### config.mk
export PLATFORM = sky130hd
export DESIGN_NAME = sample_burst_monitor
export DESIGN_NICKNAME = d
export VERILOG_FILES = /design/src/rtl/sample_burst_monitor.sv
export SDC_FILE = /design/constraint.sdc
export NUM_CORES = 1
export LEC_CHECK = 0
export BUFFER_PORTS_ARGS = -buffer_cell sky130_fd_sc_hd__buf_2
export CAP_MARGIN = 10
export CELL_PAD_IN_SITES_DETAIL_PLACEMENT = 0
export CELL_PAD_IN_SITES_GLOBAL_PLACEMENT = 2
export CORE_ASPECT_RATIO = 1.1
export CORE_MARGIN = 5
export CORE_UTILIZATION = 31
export CTS_CLUSTER_DIAMETER = 150
export DETAILED_ROUTE_END_ITERATION = 12
export GPL_TIMING_DRIVEN = 0
export PLACE_DENSITY_LB_ADDON = 0.08
export SYNTH_ARGS = -nofsm -noshare
export SYNTH_HDL_FRONTEND = slang
export SYNTH_SLANG_ARGS = --single-unit
### constraint.sdc
create_clock -name HF_CLK -period 2.31 [get_ports HF_CLK]
set_input_delay 0.693 -clock HF_CLK [delete_from_list [all_inputs] [get_ports HF_CLK]]
set_output_delay 0.693 -clock HF_CLK [all_outputs]
set_load 0.1 [all_outputs]
### src/rtl/sample_burst_monitor.sv
// sample_burst_monitor: decodes gated burst sample clock and checks widths, counts and silence
module sample_burst_monitor (
  input  logic        HF_CLK,
  input  logic        NRST_sync,
  input  logic        SAMPLE_CLK_in,
  input  logic        phase_in,
  input  logic [11:0] PHASE1DIV1_sync,
  input  logic [3:0]  PHASE1COUNT_sync,
  input  logic [9:0]  PHASE2COUNT_sync,
  input  logic        ENSAMP_sync,
  input  logic        TEMP_RUN,
  input  logic        CLR_ERR,
  output logic        BURST_DONE,
  output logic [4:0]  PULSE_COUNT,
  output logic [12:0] SIL_LEN,
  output logic [15:0] BURST_TOTAL,
  output logic [4:0]  ERR_FLAGS,
  output logic        ERR
);
  localparam logic [2:0] IDLE = 3'd0, LEAD = 3'd1, HIGH = 3'd2, LOW = 3'd3, SILENCE = 3'd4;
  logic [2:0]  state_q, state_d;
  logic        s_q, p_q;
  logic [12:0] wcnt_q, wcnt_d;
  logic [4:0]  pcnt_q, pcnt_d;
  logic        done_q, done_d;
  logic [4:0]  pc_q, pc_d;
  logic [12:0] sil_q, sil_d;
  logic [15:0] tot_q, tot_d;
  logic [4:0]  flags_q, flags_d, err;
  logic        en, rise, fall, prise, pfall, fin;
  logic [4:0]  exp_n, n;
  logic [12:0] div13, p2_13;
  assign en    = (ENSAMP_sync | TEMP_RUN) && PHASE1DIV1_sync != 12'd0;
  assign rise  = SAMPLE_CLK_in & ~s_q;
  assign fall  = ~SAMPLE_CLK_in & s_q;
  assign prise = phase_in & ~p_q;
  assign pfall = ~phase_in & p_q;
  assign exp_n = PHASE1COUNT_sync != 4'd0 ? {1'b0, PHASE1COUNT_sync} : 5'd16;
  assign n     = pcnt_q + 5'd1;
  assign div13 = {1'b0, PHASE1DIV1_sync};
  assign p2_13 = {3'b0, PHASE2COUNT_sync};
  // Burst decoder: state walk, per-segment checks and completion bookkeeping
  always_comb begin
    state_d = state_q;
    pcnt_d  = pcnt_q;
    wcnt_d  = (rise | fall) ? 13'd1 : (&wcnt_q ? wcnt_q : wcnt_q + 13'd1);
    err     = 5'd0;
    fin     = 1'b0;
    if (!en) begin
      state_d = IDLE;
      pcnt_d  = 5'd0;
      wcnt_d  = 13'd0;
    end else begin
      case (state_q)
        IDLE: state_d = LEAD;
        LEAD: if (rise) begin
          state_d = HIGH;
          pcnt_d  = 5'd0;
        end
        HIGH: if (fall) begin
          err[0] = wcnt_q != div13;
          state_d = LOW;
          if (phase_in) begin
            err[2]  = n != exp_n;
            fin     = 1'b1;
            state_d = SILENCE;
          end else if (PHASE2COUNT_sync == 10'd0 && n == exp_n) begin
            fin    = 1'b1;
            pcnt_d = 5'd0;
          end else if (PHASE2COUNT_sync != 10'd0 && n >= exp_n) begin
            err[2] = 1'b1;
            pcnt_d = &pcnt_q ? pcnt_q : n;
          end else pcnt_d = n;
        end else err[4] = prise;
        LOW: begin
          err[4] = prise;
          if (rise) begin
            err[1]  = wcnt_q != div13;
            state_d = HIGH;
          end
        end
        SILENCE: if (rise) begin
          err[3]  = wcnt_q != p2_13;
          err[4]  = phase_in;
          pcnt_d  = 5'd0;
          state_d = HIGH;
        end else if (pfall) begin
          err[4]  = 1'b1;
          state_d = LEAD;
        end
        default: state_d = IDLE;
      endcase
    end
    done_d  = fin;
    pc_d    = fin ? n : pc_q;
    tot_d   = fin && !(&tot_q) ? tot_q + 16'd1 : tot_q;
    sil_d   = en && state_q == SILENCE && rise ? wcnt_q : sil_q;
    flags_d = (CLR_ERR ? 5'd0 : flags_q) | err;
  end
  // State and result registers
  always_ff @(posedge HF_CLK or negedge NRST_sync) begin
    if (!NRST_sync) begin
      state_q <= IDLE;
      s_q     <= 1'b0;
      p_q     <= 1'b0;
      wcnt_q  <= 13'd0;
      pcnt_q  <= 5'd0;
      done_q  <= 1'b0;
      pc_q    <= 5'd0;
      sil_q   <= 13'd0;
      tot_q   <= 16'd0;
      flags_q <= 5'd0;
    end else begin
      state_q <= state_d;
      s_q     <= SAMPLE_CLK_in;
      p_q     <= phase_in;
      wcnt_q  <= wcnt_d;
      pcnt_q  <= pcnt_d;
      done_q  <= done_d;
      pc_q    <= pc_d;
      sil_q   <= sil_d;
      tot_q   <= tot_d;
      flags_q <= flags_d;
    end
  end
  assign BURST_DONE  = done_q;
  assign PULSE_COUNT = pc_q;
  assign SIL_LEN     = sil_q;
  assign BURST_TOTAL = tot_q;
  assign ERR_FLAGS   = flags_q;
  assign ERR         = |flags_q;
endmodule

==> flow_metrics.env <==
export IMPL_fin_cells=607
export IMPL_io_pins=74
export IMPL_cts_buffers=9
export IMPL_maxCapViolCount=0
export IMPL_worstSetupPathType="in -> reg"
export IMPL_relSlewSlack_pct=43.30
export IMPL_cp_required_ns=2.53
export IMPL_min_path_type="in -> async"
export IMPL_grt_pass1_vias=3131
export IMPL_synth_largest_area_cell="dfrtp_1"
export IMPL_clk_path_buf_depth=2
export IMPL_cts_tree="built"
export IMPL_synth_ff_type="dfrtp_1"
export IMPL_p_total_mw=4.175
export IMPL_synth_cells=357
export IMPL_synth_edff_count=0
export IMPL_seq_area_frac_synth_pct=44.20
export IMPL_antenna_found_initial=0
export IMPL_vias=2985
export IMPL_p_per_area_mw_per_mm2=872.1
export IMPL_grt_max_degree=64
export IMPL_cts_root_buf="clkbuf_16"
export IMPL_violations="negative setup slack"
export IMPL_ir_drop_uv=771.9
export IMPL_yosys_top_cells_area="dfrtp_1 44%, xnor2_1 5.9%, xor2_1 5.9%"
export IMPL_syn_nets=400
export IMPL_async_flop_share_pct=100.0
export IMPL_drive_gt1_share_pct=38.95
export IMPL_routedWlPerCell_um=16.36
export IMPL_grt_usage_pct=15.24
export IMPL_first_iter_violations=75
export IMPL_grt_pass1_wl_mm=16.59
export IMPL_n_fill_cell=1161
export IMPL_clkTransAtPathRegs_ns=0.06
export IMPL_dp_cells=580
export IMPL_synth_cell_types=52
export IMPL_slowest_stage="or4_4"
export IMPL_place_hpwl_mm=7.154
export IMPL_final_max_slew_viol_count=0
export IMPL_htreeDepth=3
export IMPL_crit_start="PHASE1COUNT_sync[2]"
export IMPL_start_util_pct=31.32
export IMPL_cts_num_sinks=63
export IMPL_fin_ws_ns=-0.09065
export IMPL_place_ws_ns=-0.5231
export IMPL_hold_viol=0
export IMPL_r2r_end="BURST_TOTAL[1]"
export IMPL_ys_top_cells_by_count="63 x dfrtp_1, 33 x nand2_1, 28 x nor2_1, 24 x xnor2_1, 24 x xor2_1"
export IMPL_grt_setup_unrepaired="true"
export IMPL_ys_warnings_count=0
export IMPL_post_route_period_util_pct=103.9
export IMPL_rows=41
export IMPL_crit_fanout=6
export IMPL_rrSetupSlack_ns=-0.08
export IMPL_grt_ovfl_total=0
export IMPL_avgSynthCellArea_um2=9.992
export IMPL_fin_util_pct=42.03
export IMPL_globalplace_congestion=0.8013
export IMPL_cp_num_buf_inv=2
export IMPL_crit_end="BURST_TOTAL[1]"
export IMPL_die_w_um=112.3
export IMPL_crit_chain="buf_6 -> or4_4 -> ha_4 -> nand4_1 -> nor3_2 -> o21ai_4 -> inv_2 -> and2_4 -> mux2_4"
export IMPL_ys_ff_latch=63
export IMPL_leakage_nw=2.276
export IMPL_synth_area_mm2=0.003567
export IMPL_area_growth_pct=34.20
export IMPL_placement_io_buffers=73
export IMPL_fin_skew_ns=0.01075
export IMPL_drtAntennaViolNets=0
export IMPL_cp_depth=9
export IMPL_synth_most_common_cell="dfrtp_1"
export IMPL_start_kind="input pin"
export IMPL_core_area_mm2=0.01139
export IMPL_n_antenna_cell=0
export IMPL_firstDrtPassIters=4
export IMPL_r2r_start="pcnt_q[0]"
export IMPL_status="complete, but fails checks"
export IMPL_die_area_mm2=0.01375
export IMPL_fin_nets=495
export IMPL_timing_setup_tns_ns=-0.4019
export IMPL_routed_wirelength_mm=9.933
export IMPL_multiInputGateArea_mm2=0.002067
export IMPL_clk_latency_ns=0.33
export IMPL_critical_path_top_delay_family="simple AND/OR/NAND/NOR gates"
export IMPL_seq_area_mm2=0.001588
export IMPL_drc=0
export IMPL_cp_end_kind="flop"
export IMPL_die_height_um=122.5
export IMPL_via_per_inst=4.918
export IMPL_slowest_delay_ns=0.55
export IMPL_max_slew_worst_pin_slew_ns=0.8504
export IMPL_fmax_mhz=416.6
export IMPL_setup_violations_final=12
export IMPL_synth_top_area_share_pct=44.20
export IMPL_critPathArrivalTime_ns=2.62
export IMPL_fin_crit_ns=2.401
export IMPL_r2r_cells=10
[worst register-to-register path, stage by stage, from the launching register on]
cell     delay (ns)
dfrtp_2        0.43
ha_4           0.18
and3_4         0.18
ha_4           0.22
ha_4           0.26
nand4_1        0.12
nor3_2         0.20
o21ai_4        0.13
inv_2          0.11
and2_4         0.15
mux2_4         0.29
[layout by cell type, fill, tap and decap left out, types with 3 or more instances in the layout]
master      n
a21oi_1     9
a22o_1      3
and2_1      3
and3_1      5
buf_2      74
buf_4      13
buf_6       7
clkbuf_1    7
clkbuf_16   9
clkinv_2    3
dfrtp_1    54
dfrtp_2     9
ha_1        6
ha_4        4
inv_1      12
mux2_2     14
nand2_1    30
nand2_2     3
nand2b_1    6
nand3_1    12
nand3_2     3
nand4_1    18
nor2_1     25
nor3_1      3
nor3_2      4
nor3b_1     4
nor4_1      9
nor4_4      4
o21ai_0     5
o22ai_1     3
xnor2_1    24
xor2_1     23
[kinds of logic after synthesis]
kind of cell    synth area share, %
mux                           4.840
xor+xnor                      12.42
buf+inv                       4.139
flops                         44.19
fa+ha+maj                     3.788
simple gates                  23.04
compound gates                7.577
[state kept, by name, summed over array words and instances, names as in the netlist]
| register | cells |
|---|---|
| BURST_TOTAL | 16 |
| BURST_DONE | 1 |
| SIL_LEN | 13 |
| p_q | 1 |
| ERR_FLAGS | 5 |
| PULSE_COUNT | 5 |
| s_q | 1 |
| wcnt_q | 13 |
| state_q | 3 |
| pcnt_q | 5 |
[metal layers]
| layer | vias up | track usage, % | part of all wire (%) |
|---|---|---|---|
| met2 | 71 | 24.59 | 46 |
| met3 | 11 | 4.882 | 5.8 |
| met5 | - | 0 | 0 |
| li1 | 1458 | - | - |
| met1 | 1445 | 19.67 | 47 |
| met4 | 0 | 4.508 | 1.2 |
[worst min path at each step]
stage / startpoint / to / cells past startpoint
after floorplan: NRST_sync / BURST_DONE / 0
after global placement: PULSE_COUNT[1] / PULSE_COUNT[1] / 2
after detailed placement: PULSE_COUNT[1] / PULSE_COUNT[1] / 2
after CTS: phase_in / p_q / 1
after global routing: phase_in / p_q / 1
final: NRST_sync / SIL_LEN[10] / 1
[stage by stage]
stage	instance area, um2	hold WS, ns
detailed placement	4179	0.4588
global placement	4177	0.4597
CTS	4646	0.4659
finish	4787	0.4543
global route	4787	0.4649
floorplan	3623	0.3974
[power breakdown]
group	switching (mW)	internal, mW
combinational	1.00	0.472
sequential	0.109	1.22
clock	0.489	0.888
total	1.60	2.58
[cell type report]
class,count,area share [%]
plain buffers,15,1.986
clock buffers,12,5.358
clock inverters,4,0.9409
inverters,13,1.019
multi-input cells,263,43.18
flip-flops and latches,63,33.17
well taps,150,3.921
repair buffers,87,10.43
[timing repair]
item,in CTS,in global routing
hold buffers,0,0
buffers inserted,12,2
endpoints found under the setup margin,37,42
pin swaps,10,12
resized for setup,15,25
(Power assumes the default switching activity.)
